<file path="config.mk">
export PLATFORM = sky130hd
export DESIGN_NAME = etc_img_scanout_flat
export DESIGN_NICKNAME = d
export VERILOG_FILES = /design/src/rtl/etc_pkg.sv /design/src/rtl/etc_img_scanout_if.sv /design/src/rtl/etc_vga_timing.sv /design/src/rtl/etc_img_scanout.sv /design/src/flat_wrapper.sv
export SDC_FILE = /design/constraint.sdc
export NUM_CORES = 1
export LEC_CHECK = 0
export CAP_MARGIN = 20
export CORE_MARGIN = 2
export CORE_UTILIZATION = 50
export DETAILED_ROUTE_END_ITERATION = 16
export PLACE_DENSITY = 0.79
export SLEW_MARGIN = 20
export SYNTH_ARGS = -nofsm -noshare
export SYNTH_HDL_FRONTEND = slang
export SYNTH_HIERARCHICAL = 1
export SYNTH_SLANG_ARGS = --single-unit
export TNS_END_PERCENT = 1
</file>
<file path="constraint.sdc">
create_clock -name vga_clk -period 5.65 [get_ports vga_clk]
set_input_delay 1.13 -clock vga_clk [delete_from_list [all_inputs] [get_ports vga_clk]]
set_output_delay 1.13 -clock vga_clk [all_outputs]
set_load 0.01 [all_outputs]
</file>
<file path="src/rtl/etc_pkg.sv">
// -----------------------------------------------------------------------------
// etc_pkg
// Shared definitions for the ETC2 decoded-image scan-out path:
//   - 640x480@60 VGA timing defaults and total-count derivation
//   - RGB565 field positions
//   - frame buffer geometry (14-bit address, 16384 words)
//   - raster flag bundle carried down the output pipeline
// -----------------------------------------------------------------------------
package etc_pkg;

    // VGA timing defaults (pixels / lines)
    localparam int H_ACTIVE_D = 640;
    localparam int H_FP_D     = 16;
    localparam int H_SYNC_D   = 96;
    localparam int H_BP_D     = 48;
    localparam int V_ACTIVE_D = 480;
    localparam int V_FP_D     = 10;
    localparam int V_SYNC_D   = 2;
    localparam int V_BP_D     = 33;

    // Image window defaults
    localparam int IMG_W_D  = 128;
    localparam int IMG_H_D  = 128;
    localparam int IMG_X0_D = 256;
    localparam int IMG_Y0_D = 176;

    // RGB565 layout
    localparam int          RGB_W      = 16;
    localparam int          RGB_R_MSB  = 15;
    localparam int          RGB_R_LSB  = 11;
    localparam int          RGB_G_MSB  = 10;
    localparam int          RGB_G_LSB  = 5;
    localparam int          RGB_B_MSB  = 4;
    localparam int          RGB_B_LSB  = 0;
    localparam logic [15:0] BG_COLOR_D = 16'h0000;

    // Frame buffer port B
    localparam int FB_AW    = 14;
    localparam int FB_DEPTH = 1 << FB_AW;
    localparam int BUS_AW   = 32;

    function automatic int total(input int act, input int fp, input int sync, input int bp);
        return act + fp + sync + bp;
    endfunction

    // Counter width able to hold 0..total (one spare code keeps end-of-range
    // constants representable even when a porch is zero).
    function automatic int cnt_w(input int tot);
        return $clog2(tot + 1);
    endfunction

    localparam int H_TOTAL_D = total(H_ACTIVE_D, H_FP_D, H_SYNC_D, H_BP_D);
    localparam int V_TOTAL_D = total(V_ACTIVE_D, V_FP_D, V_SYNC_D, V_BP_D);

    // Raster flags that travel with a pixel through the pipeline
    typedef struct packed {
        logic hs;   // active-low hsync
        logic vs;   // active-low vsync
        logic de;   // inside visible area
        logic win;  // inside image window and armed -> pixel comes from RAM
    } raster_t;

    localparam raster_t RASTER_IDLE = '{hs: 1'b1, vs: 1'b1, de: 1'b0, win: 1'b0};

endpackage

</file>
<file path="src/rtl/etc_img_scanout_if.sv">
// -----------------------------------------------------------------------------
// etc_img_scanout_if
// Frame buffer port-B read bus.
//   read_addr   : word address (only [13:0] used)
//   ram_en      : read enable
//   rgb_present : RGB565 read data, valid one cycle after ram_en
// master = scan-out (address side), slave = frame buffer RAM.
// -----------------------------------------------------------------------------
interface etc_img_scanout_if;
    import etc_pkg::*;

    logic [BUS_AW-1:0] read_addr;
    logic              ram_en;
    logic [RGB_W-1:0]  rgb_present;

    modport master (output read_addr, output ram_en, input  rgb_present);
    modport slave  (input  read_addr, input  ram_en, output rgb_present);

endinterface

</file>
<file path="src/rtl/etc_vga_timing.sv">
// -----------------------------------------------------------------------------
// etc_vga_timing
// Raster counters and S0 decode for a generic VGA mode.
//   i_clk, i_rst_n   : pixel clock, async active-low reset
//   o_h_cnt/o_v_cnt  : current raster position (S0)
//   o_active         : visible area (S0, combinational)
//   o_hs/o_vs        : raw active-low syncs (S0, combinational)
//   o_origin         : counters at (0,0) (S0, combinational)
//   o_frame_start    : registered pulse one cycle after (0,0) (S1)
// -----------------------------------------------------------------------------
module etc_vga_timing
    import etc_pkg::*;
#(
    parameter int H_ACTIVE = H_ACTIVE_D,
    parameter int H_FP     = H_FP_D,
    parameter int H_SYNC   = H_SYNC_D,
    parameter int H_BP     = H_BP_D,
    parameter int V_ACTIVE = V_ACTIVE_D,
    parameter int V_FP     = V_FP_D,
    parameter int V_SYNC   = V_SYNC_D,
    parameter int V_BP     = V_BP_D,
    localparam int HW      = cnt_w(total(H_ACTIVE, H_FP, H_SYNC, H_BP)),
    localparam int VW      = cnt_w(total(V_ACTIVE, V_FP, V_SYNC, V_BP))
) (
    input  logic          i_clk,
    input  logic          i_rst_n,
    output logic [HW-1:0] o_h_cnt,
    output logic [VW-1:0] o_v_cnt,
    output logic          o_active,
    output logic          o_hs,
    output logic          o_vs,
    output logic          o_origin,
    output logic          o_frame_start
);

    localparam int H_TOTAL = total(H_ACTIVE, H_FP, H_SYNC, H_BP);
    localparam int V_TOTAL = total(V_ACTIVE, V_FP, V_SYNC, V_BP);

    localparam logic [HW-1:0] H_LAST = HW'(H_TOTAL - 1);
    localparam logic [HW-1:0] H_ACT  = HW'(H_ACTIVE);
    localparam logic [HW-1:0] HS_BEG = HW'(H_ACTIVE + H_FP);
    localparam logic [HW-1:0] HS_END = HW'(H_ACTIVE + H_FP + H_SYNC);
    localparam logic [VW-1:0] V_LAST = VW'(V_TOTAL - 1);
    localparam logic [VW-1:0] V_ACT  = VW'(V_ACTIVE);
    localparam logic [VW-1:0] VS_BEG = VW'(V_ACTIVE + V_FP);
    localparam logic [VW-1:0] VS_END = VW'(V_ACTIVE + V_FP + V_SYNC);

    logic [HW-1:0] r_h_cnt;
    logic [VW-1:0] r_v_cnt;
    logic          r_frame_start;
    logic          w_origin;

    assign w_origin = (r_h_cnt == '0) && (r_v_cnt == '0);

    always_ff @(posedge i_clk or negedge i_rst_n) begin
        if (!i_rst_n) begin
            r_h_cnt       <= '0;
            r_v_cnt       <= '0;
            r_frame_start <= 1'b0;
        end else begin
            r_frame_start <= w_origin;
            if (r_h_cnt == H_LAST) begin
                r_h_cnt <= '0;
                r_v_cnt <= (r_v_cnt == V_LAST) ? '0 : r_v_cnt + 1'b1;
            end else begin
                r_h_cnt <= r_h_cnt + 1'b1;
            end
        end
    end

    assign o_h_cnt       = r_h_cnt;
    assign o_v_cnt       = r_v_cnt;
    assign o_origin      = w_origin;
    assign o_frame_start = r_frame_start;
    assign o_active      = (r_h_cnt < H_ACT) && (r_v_cnt < V_ACT);
    assign o_hs          = !((r_h_cnt >= HS_BEG) && (r_h_cnt < HS_END));
    assign o_vs          = !((r_v_cnt >= VS_BEG) && (r_v_cnt < VS_END));

endmodule

</file>
<file path="src/rtl/etc_img_scanout.sv">
// -----------------------------------------------------------------------------
// etc_img_scanout
// VGA scan-out of the decoded ETC2 image held in the frame buffer (port B).
//   vga_clk, rsrt_n  : pixel clock, async active-low reset
//   image_finished   : decoder done (level); sampled once per frame at (0,0)
//   fb               : frame buffer port-B bus (read_addr, ram_en, rgb_present)
//   hsync, vsync, de : active-low syncs and data enable, aligned with vga_rgb
//   vga_rgb          : RGB565 pixel (image, BG_COLOR, or 0 in blanking)
//   frame_start      : one-cycle pulse the cycle after raster (0,0)
// Pipeline: S0 counters/decode, S1 address/enable, S2 RAM read, S3 outputs.
// -----------------------------------------------------------------------------
module etc_img_scanout
    import etc_pkg::*;
#(
    parameter int          H_ACTIVE = H_ACTIVE_D,
    parameter int          H_FP     = H_FP_D,
    parameter int          H_SYNC   = H_SYNC_D,
    parameter int          H_BP     = H_BP_D,
    parameter int          V_ACTIVE = V_ACTIVE_D,
    parameter int          V_FP     = V_FP_D,
    parameter int          V_SYNC   = V_SYNC_D,
    parameter int          V_BP     = V_BP_D,
    parameter int          IMG_W    = IMG_W_D,
    parameter int          IMG_H    = IMG_H_D,
    parameter int          IMG_X0   = IMG_X0_D,
    parameter int          IMG_Y0   = IMG_Y0_D,
    parameter logic [15:0] BG_COLOR = BG_COLOR_D
) (
    input  logic                vga_clk,
    input  logic                rsrt_n,
    input  logic                image_finished,
    etc_img_scanout_if.master   fb,
    output logic                hsync,
    output logic                vsync,
    output logic                de,
    output logic [RGB_W-1:0]    vga_rgb,
    output logic                frame_start
);

    localparam int HW = cnt_w(total(H_ACTIVE, H_FP, H_SYNC, H_BP));
    localparam int VW = cnt_w(total(V_ACTIVE, V_FP, V_SYNC, V_BP));

    localparam logic [HW-1:0] WX0 = HW'(IMG_X0);
    localparam logic [HW-1:0] WX1 = HW'(IMG_X0 + IMG_W);
    localparam logic [VW-1:0] WY0 = VW'(IMG_Y0);
    localparam logic [VW-1:0] WY1 = VW'(IMG_Y0 + IMG_H);

    // The window must sit inside the visible area and fit the buffer.
    if (IMG_X0 + IMG_W > H_ACTIVE || IMG_Y0 + IMG_H > V_ACTIVE) begin : g_bad_window
        $error("etc_img_scanout: image window exceeds active area");
    end
    if (IMG_W * IMG_H > FB_DEPTH) begin : g_bad_size
        $error("etc_img_scanout: image larger than frame buffer");
    end

    logic [HW-1:0] w_h_cnt;
    logic [VW-1:0] w_v_cnt;
    logic          w_active;
    logic          w_hs;
    logic          w_vs;
    logic          w_origin;
    logic          w_in_win;
    logic          w_armed;
    logic          w_fetch;
    logic [FB_AW-1:0] w_addr_cur;

    logic             r_armed;
    logic [FB_AW-1:0] r_addr_cnt;
    logic [FB_AW-1:0] r_read_addr;
    logic             r_ram_en;
    raster_t          r_p1;   // S1
    raster_t          r_p2;   // S2, aligned with rgb_present

    etc_vga_timing #(
        .H_ACTIVE (H_ACTIVE), .H_FP (H_FP), .H_SYNC (H_SYNC), .H_BP (H_BP),
        .V_ACTIVE (V_ACTIVE), .V_FP (V_FP), .V_SYNC (V_SYNC), .V_BP (V_BP)
    ) u_timing (
        .i_clk         (vga_clk),
        .i_rst_n       (rsrt_n),
        .o_h_cnt       (w_h_cnt),
        .o_v_cnt       (w_v_cnt),
        .o_active      (w_active),
        .o_hs          (w_hs),
        .o_vs          (w_vs),
        .o_origin      (w_origin),
        .o_frame_start (frame_start)
    );

    assign w_in_win = (w_h_cnt >= WX0) && (w_h_cnt < WX1) &&
                      (w_v_cnt >= WY0) && (w_v_cnt < WY1);

    // At (0,0) the freshly sampled value applies, so a window touching the
    // origin still sees the new frame's arming.
    assign w_armed    = w_origin ? image_finished : r_armed;
    assign w_fetch    = w_in_win && w_armed;
    // Window pixels are visited in raster order, so a running count gives the
    // linear image address without any row*width product.
    assign w_addr_cur = w_origin ? '0 : r_addr_cnt;

    always_ff @(posedge vga_clk or negedge rsrt_n) begin
        if (!rsrt_n) begin
            r_armed     <= 1'b0;
            r_addr_cnt  <= '0;
            r_read_addr <= '0;
            r_ram_en    <= 1'b0;
            r_p1        <= RASTER_IDLE;
            r_p2        <= RASTER_IDLE;
            hsync       <= 1'b1;
            vsync       <= 1'b1;
            de          <= 1'b0;
            vga_rgb     <= '0;
        end else begin
            if (w_origin)
                r_armed <= image_finished;
            r_addr_cnt  <= w_fetch ? w_addr_cur + 1'b1 : w_addr_cur;
            r_read_addr <= w_fetch ? w_addr_cur : '0;
            r_ram_en    <= w_fetch;
            r_p1        <= '{hs: w_hs, vs: w_vs, de: w_active, win: w_fetch};
            r_p2        <= r_p1;
            hsync       <= r_p2.hs;
            vsync       <= r_p2.vs;
            de          <= r_p2.de;
            vga_rgb     <= r_p2.win ? fb.rgb_present :
                           (r_p2.de ? BG_COLOR : '0);
        end
    end

    assign fb.read_addr = {{(BUS_AW - FB_AW){1'b0}}, r_read_addr};
    assign fb.ram_en    = r_ram_en;

endmodule

</file>
<file path="src/flat_wrapper.sv">
// flat-port wrapper written by rule: the top's interface ports become plain ports
module etc_img_scanout_flat import etc_pkg::*;
#(
    parameter int          H_ACTIVE = H_ACTIVE_D,
    parameter int          H_FP     = H_FP_D,
    parameter int          H_SYNC   = H_SYNC_D,
    parameter int          H_BP     = H_BP_D,
    parameter int          V_ACTIVE = V_ACTIVE_D,
    parameter int          V_FP     = V_FP_D,
    parameter int          V_SYNC   = V_SYNC_D,
    parameter int          V_BP     = V_BP_D,
    parameter int          IMG_W    = IMG_W_D,
    parameter int          IMG_H    = IMG_H_D,
    parameter int          IMG_X0   = IMG_X0_D,
    parameter int          IMG_Y0   = IMG_Y0_D,
    parameter logic [15:0] BG_COLOR = BG_COLOR_D
)
  (vga_clk, rsrt_n, image_finished, hsync, vsync, de, vga_rgb, frame_start, fb_read_addr, fb_ram_en, fb_rgb_present);
  etc_img_scanout_if fb_i ();
  input  logic vga_clk;
  input  logic rsrt_n;
  input  logic image_finished;
  output logic hsync;
  output logic vsync;
  output logic de;
  output logic [RGB_W-1:0] vga_rgb;
  output logic frame_start;
  output wire logic [$bits(fb_i.read_addr)-1:0] fb_read_addr;
  output wire logic [$bits(fb_i.ram_en)-1:0] fb_ram_en;
  input wire logic [$bits(fb_i.rgb_present)-1:0] fb_rgb_present;
  assign fb_read_addr = fb_i.read_addr;
  assign fb_ram_en = fb_i.ram_en;
  assign fb_i.rgb_present = fb_rgb_present;
  etc_img_scanout #(.H_ACTIVE(H_ACTIVE), .H_FP(H_FP), .H_SYNC(H_SYNC), .H_BP(H_BP), .V_ACTIVE(V_ACTIVE), .V_FP(V_FP), .V_SYNC(V_SYNC), .V_BP(V_BP), .IMG_W(IMG_W), .IMG_H(IMG_H), .IMG_X0(IMG_X0), .IMG_Y0(IMG_Y0), .BG_COLOR(BG_COLOR)) u_core (.vga_clk(vga_clk), .rsrt_n(rsrt_n), .image_finished(image_finished), .fb(fb_i), .hsync(hsync), .vsync(vsync), .de(de), .vga_rgb(vga_rgb), .frame_start(frame_start));
endmodule
</file>
Word-level counts from Yosys, hierarchy flattened
Index checks and enable logic that the tools add are counted.

operators by class
  multiplexer cells = 7
  $lt $le $gt $ge = 10
  reductions and logical operators = 12
  equal/unequal tests = 2
  add/sub/neg operators = 3

operators by type and width
  kind                                                                                   number
  14-bit two-way mux                                                                     3
  10-bit by 9-bit < comparator with 1-bit output (second input constant)                 4
  10-bit by 1-bit adder with 10-bit output (second input constant)                       2
  10-bit equality test (second input constant)                                           2
  10-bit by 9-bit greater-or-equal comparator with 1-bit output (second input constant)  2
  10-bit zero test                                                                       2
  10-bit < comparator (second input constant)                                            2
  10-bit two-way mux                                                                     2
  16-bit two-way mux                                                                     1
  14-bit by 1-bit adder with 14-bit output (second input constant)                       1
  10-bit greater-or-equal comparator (second input constant)                             1
  10-bit by 8-bit greater-or-equal comparator with 1-bit output (second input constant)  1
  1-bit logical AND                                                                      8
  1-bit zero test                                                                        2
  1-bit two-way mux                                                                      1

word-level totals
  word-level logic and storage cells = 52
  bits of input ports = 19
  output and inout port bits = 53
  flip-flop bits (word level) = 77

Depth between registers and ports, before layout
  depth after elaboration = 6
  gate-level depth with buffers = 13
  depth with buffers taken out = 11

By module
Netlist, hierarchy kept.

modules (own cells, without submodules)
  module           area each (um2)  cells an instance  seq. area each (um2)  times used
  etc_img_scanout  2,258.4          179                1,408.9               1
  etc_vga_timing   1,132.3          113                525.5                 1

Worst setup path after synthesis
No wires, ideal clock.

  kind = flip-flop to flip-flop
  from = reg u_core.u_timing.r_v_cnt[4], in the netlist u_core/u_timing/o_v_cnt[4]
  to = reg u_core.r_addr_cnt[10]
  arrival time = 2,775 ps
  cell stages (with the launch flop) = 12
  setup slack = 2,750 ps
  required time = 5,525 ps
  setup time = 125 ps
  path buffers = 2
  period minus slack after synthesis = 2,900 ps
  path through = dfrtp_1 -> nor4_1 -> nand4_1 -> nor4_1 -> clkbuf_1 -> clkbuf_1 -> nor2b_1 -> ha_1 -> and3_1 -> nand2_1 -> nor4_1 -> mux2_2

on the way
  word-level cells in the longest chain between the ends = 5
  elaborated cells on any way between the ends = 11
  classes of those cells = 1 x add/sub; 2 x order compare; 3 x mux; 5 x reduce/logical

ends and longest elaborated chain
  what                                                                           RTL line                                       text
  start: declaration                                                             etc_vga_timing.sv:49                           logic [VW-1:0] r_v_cnt;
  start signal: assignment                                                       etc_vga_timing.sv:64                           r_v_cnt <= (r_v_cnt == V_LAST) ? '0 : r_v_cnt + 1'b1;
  10-bit zero test *                                                             etc_vga_timing.sv:53                           assign w_origin = (r_h_cnt == '0) && (r_v_cnt == '0);
  1-bit logical AND *                                                            etc_vga_timing.sv:53
  named net u_core.w_origin                                                      etc_img_scanout.sv:61                          logic w_origin;
  14-bit two-way mux or 1-bit two-way mux (tied branches)                        etc_img_scanout.sv:98, etc_img_scanout.sv:94
  14-bit by 1-bit adder with 14-bit output or 1-bit logical AND (tied branches)  etc_img_scanout.sv:115, etc_img_scanout.sv:95
  14-bit two-way mux *                                                           etc_img_scanout.sv:115                         r_addr_cnt <= w_fetch ? w_addr_cur + 1'b1 : w_addr_cur;
  end signal: assignment                                                         etc_img_scanout.sv:115
  end: declaration                                                               etc_img_scanout.sv:68                          logic [FB_AW-1:0] r_addr_cnt;

The timed path passes the listed nets; every way through them passes the cells marked *.
A chain may end at the register's enable or synchronous reset.

Worst setup path in the final report
  from = reg u_core.u_timing.r_v_cnt[4], in the netlist u_core/u_timing/o_v_cnt[4]
  to = reg u_core.r_addr_cnt[0]

on the way
  word-level cells in the longest chain between the ends = 5
  elaborated cells on any way between the ends = 11
  classes of those cells = 1 x add/sub; 2 x order compare; 3 x mux; 5 x reduce/logical

ends and longest elaborated chain
  what                       RTL line                text
  10-bit zero test           etc_vga_timing.sv:53
  1-bit logical AND          etc_vga_timing.sv:53
  named net u_core.w_origin  etc_img_scanout.sv:61
  1-bit two-way mux          etc_img_scanout.sv:94   assign w_armed = w_origin ? image_finished : r_armed;
  named net u_core.w_armed   etc_img_scanout.sv:63   logic w_armed;
  1-bit logical AND          etc_img_scanout.sv:95   assign w_fetch = w_in_win && w_armed;
  named net u_core.w_fetch   etc_img_scanout.sv:64   logic w_fetch;
  14-bit two-way mux         etc_img_scanout.sv:115

The timed path passes the listed nets, and every way through them passes these cells.

==> reports/qor.log <==
[run_status] result of the run finished, final reports clean
[clock_tree] Longest Clk Path Bufs 2
[global_route] Remaining Overflow, GRT 0
[pwr] cell area power density 247 mW/mm^2
[timing] total setup violations reported at the end of the flow 0
[worst_setup_path] Worst Setup End Kind flop
[detailed_routing] length of routed met3 wiring 268 um
[global_route] number of antenna violations at the first check in global routing 0
[layout] fraction of layout instances using a drive strength above 1 11.0%
[detailed_routing] total via count after detailed routing 2,282
[floorplanning] row cnt 30
[timing] unrepaired setup endpoints after global routing false
[synthesis] flop and latch count out of synthesis 77
[placement] Post-Place Cell Area 0.00393 mm^2
[clock_tree] number of clock sinks 77
[worst_setup_path] Worst setup startpoint u_core/u_timing/o_v_cnt[4]$_DFFE_PN0N_
[layout] post-route cell area 0.00415 mm^2
[clock_tree] number of instances resized during post-cts repair 0
[worst_setup_path] Crit path required time 5.88 ns
[worst_setup_path] critical path launch point type flop
[clock_tree] CTS tree built
[layout] most frequent cells in the layout 71 x sky130_fd_sc_hd__dfrtp_1, 52 x sky130_fd_sc_hd__clkdlybuf4s50_1, 28 x sky130_fd_sc_hd__and2_1
[global_route] wire length of the first global-routing pass 10,300 um
[synthesis] fraction of registers with async set or reset after synthesis 100%
[global_route] Global Route Usage Sum 17.9%
[floorplanning] effective utilization at floorplan 50.7%
[timing] Max Transition Viols Final 0
[floorplanning] die extent in x 86.4 um
[synthesis] distinct cell type count after synthesis 44
[global_route] largest net degree at the start of global routing 78
[worst_setup_path] worst setup path class reg2reg
[min_path] beginning of the worst hold path u_core/r_p2[1]$_DFF_PN0_
[clock_tree] number of hold buffers added after cts 0
[global_route] via count of the first global-routing pass 2,164
[detailed_routing] detailed-route wire length 5920 um
[worst_setup_path] arrival time worst endpoint 3.03 ns
[clock_tree] clock latency at the later pin of the worst-skew pair 0.34 ns
[floorplanning] number of top-level design ports 72
[synthesis] dominant register cell in the synthesized netlist sky130_fd_sc_hd__dfrtp_1
[placement] weighted congestion at the end of routability-driven global placement 0.849
[detailed_routing] ratio of routed vias to standard cells 5.23
[floorplanning] die area 0.00746 mm^2
[timing] transition time of the tightest slew-check pin 0.925 ns
[layout] Area growth syn-to-layout 22.4%
[layout] Post-layout nets 376
[pwr] LEAKAGE 1.86 nW
[detailed_routing] DRT antenna net count 0
[timing] final critical-path required period 2.80 ns
[clock_tree] Setup Buffers After CTS 0
[layout] most common cell after layout, fill and taps aside sky130_fd_sc_hd__dfrtp_1
[synthesis] post-synthesis sequential area ratio 57.0%
[synthesis] Post-Syn Area 0.00339 mm^2
[clock_tree] number of CTS-inserted buffers 9
[layout] diodes inserted 0
[timing] headroom to the max-slew limit 38.3%
[timing] max frequency 357 MHz
[clock_tree] level count of the clock H-tree 3
[detailed_routing] final routed wire length divided by cell count 13.6 um
[pwr] worst vdd rail ir drop 0.000127 V
[layout] Filler Cell Count 520
[floorplanning] Die Span Y 86.4 um
[floorplanning] CORE AREA 0.00668 mm^2
[timing] TNS Setup 0 ns
[timing] Hold Violations, Final 0
[worst_setup_path] worst r2r src u_core/u_timing/o_v_cnt[4]$_DFFE_PN0N_
[clock_tree] clock root buffer sky130_fd_sc_hd__clkbuf_8
[synthesis] Warnings, synthesis 6
[placement] detailed placement HPWL 4040 um
[timing] final clock skew 0.0108 ns
[detailed_routing] post-route DRC violation count 0
[synthesis] number of standard cells after synthesis 292
[placement] PortBufs 53
[detailed_routing] met2 routed WL 2890 um
[detailed_routing] top sig layer met4
[min_path] Hold WC Path Type reg2reg
[worst_setup_path] Max Fanout on Critical Path 23
[detailed_routing] DRC violation total after the first TritonRoute iteration 201
[clock_tree] clock edge transition at the registers on the reported setup and hold paths 0.08 ns
[synthesis] mean area per synthesized cell 11.6 um^2
[synthesis] Post-synth EDFFs 0
[detailed_routing] iteration count of the initial detailed-routing pass 4
[flow_run] number of max-cap violations 0
[timing] period utilization 49.5%
[detailed_routing] Post-Route M1 WL 2670 um
cells by family (layout without fill, tap and decap cells):
group / count (synthesis) / after routing / synth area share (%)
AOI/OAI and AO/OA: 22 / 22 / 3.98
xor gates and xnor gates: 13 / 13 / 3.36
adders and majority gates: 6 / 6 / 2.21
buffers and inverters: 31 / 78 / 5.68
DFF: 77 / 77 / 57.0
muxes: 7 / 7 / 2.40
other: 1 / 18 / 0.111
and+or+nand+nor: 135 / 135 / 25.2
routing by layer:
| metal | vias to the layer above | track usage (%) |
|---|---|---|
| met4 | 0 | 8.24 |
| met2 | 69 | 28.0 |
| li1 | 1104 | - |
| met1 | 1101 | 23.3 |
| met3 | 8 | 4.95 |
| met5 | - | 0 |
stage by stage:
stage	utilization (%)	setup WS [ns]	hold slack [ns]	cells	power [W]
3_3_place_gp	58.9	2.95	0.335	420	0.000590
6_report	62.1	2.85	0.353	436	0.00102
2_1_floorplan	-	2.75	0.331	309	0.000577
5_1_grt	62.1	2.65	0.361	436	0.00107
4_1_cts	62.1	2.85	0.353	436	0.00104
3_5_place_dp	58.9	2.87	0.338	420	0.000590
Yosys cell counts (all sizes together), types with 4 or more instances:
cell,count,area (um^2)
a21oi,7,35.0
and2,28,175
and3,6,37.5
buf,20,151
dfrtp,71,1780
dfstp,6,158
ha,6,75.1
inv,8,30.0
mux2,6,67.6
nand2,9,36.3
nand2b,4,25.0
nand3,18,90.1
nand4,12,81.3
nor2,14,52.6
nor2b,11,68.8
nor4,5,31.3
o21ai,8,40.0
o31ai,4,30.0
or3,5,31.3
or4,4,30.0
xnor2,10,87.6
worst paths after layout:
check / to / slack [ns] / cells past startpoint
worst max-delay path: u_core/r_addr_cnt[0]$_DFF_PN0_ / 2.85 / 9
worst min-delay path: u_core/de$_DFF_PN0_ / 0.35 / 0
worst max register to register: u_core/r_addr_cnt[0]$_DFF_PN0_ / 2.85 / 9
worst min register to register: u_core/de$_DFF_PN0_ / 0.35 / 0
max in group asynchronous: u_core/r_read_addr[4]$_DFF_PN0_ / 4.13 / 1
min in group asynchronous: u_core/r_read_addr[12]$_DFF_PN0_ / 0.91 / 1
where the power goes:
group          leakage (nW)  internal (W)  switching, W  total (W)
Combinational         0.734     0.0000108     0.0000168  0.0000276
Clock                 0.104      0.000251      0.000195   0.000445
Sequential             1.02      0.000551   0.000000252   0.000552
Total                  1.86      0.000813      0.000212    0.00102
sequential cells by signal (all words and copies together) (netlist names):
register	flops
u_core/vga_rgb	16
u_core/r_addr_cnt	14
u_core/r_read_addr	14
u_core/u_timing/o_h_cnt	10
u_core/u_timing/o_v_cnt	10
u_core/r_p1	4
u_core/r_p2	4
u_core/de	1
u_core/hsync	1
u_core/r_armed	1
u_core/u_timing/o_frame_start	1
u_core/vsync	1
worst max-delay path, cell delays in order (launching register included):
cell	delay, ns
sky130_fd_sc_hd__dfrtp_1	0.46
sky130_fd_sc_hd__nor4_1	0.42
sky130_fd_sc_hd__nand4_1	0.16
sky130_fd_sc_hd__nor4_2	0.26
sky130_fd_sc_hd__buf_4	0.29
sky130_fd_sc_hd__mux2_2	0.40
sky130_fd_sc_hd__nand2_2	0.16
sky130_fd_sc_hd__or2_2	0.19
sky130_fd_sc_hd__inv_1	0.07
sky130_fd_sc_hd__ha_1	0.28
area by class of cell:
class	count	area (um^2)	share of cell area [%]
sequential	77	1930	46.6
tap	80	100	2.41
clock buffer	11	131	3.17
clock inverter	5	85.1	2.05
inverter	8	30.0	0.724
multi-input combinational	201	1330	32.1
timing repair buffer	54	536	12.9
(Power assumes the default switching activity.)
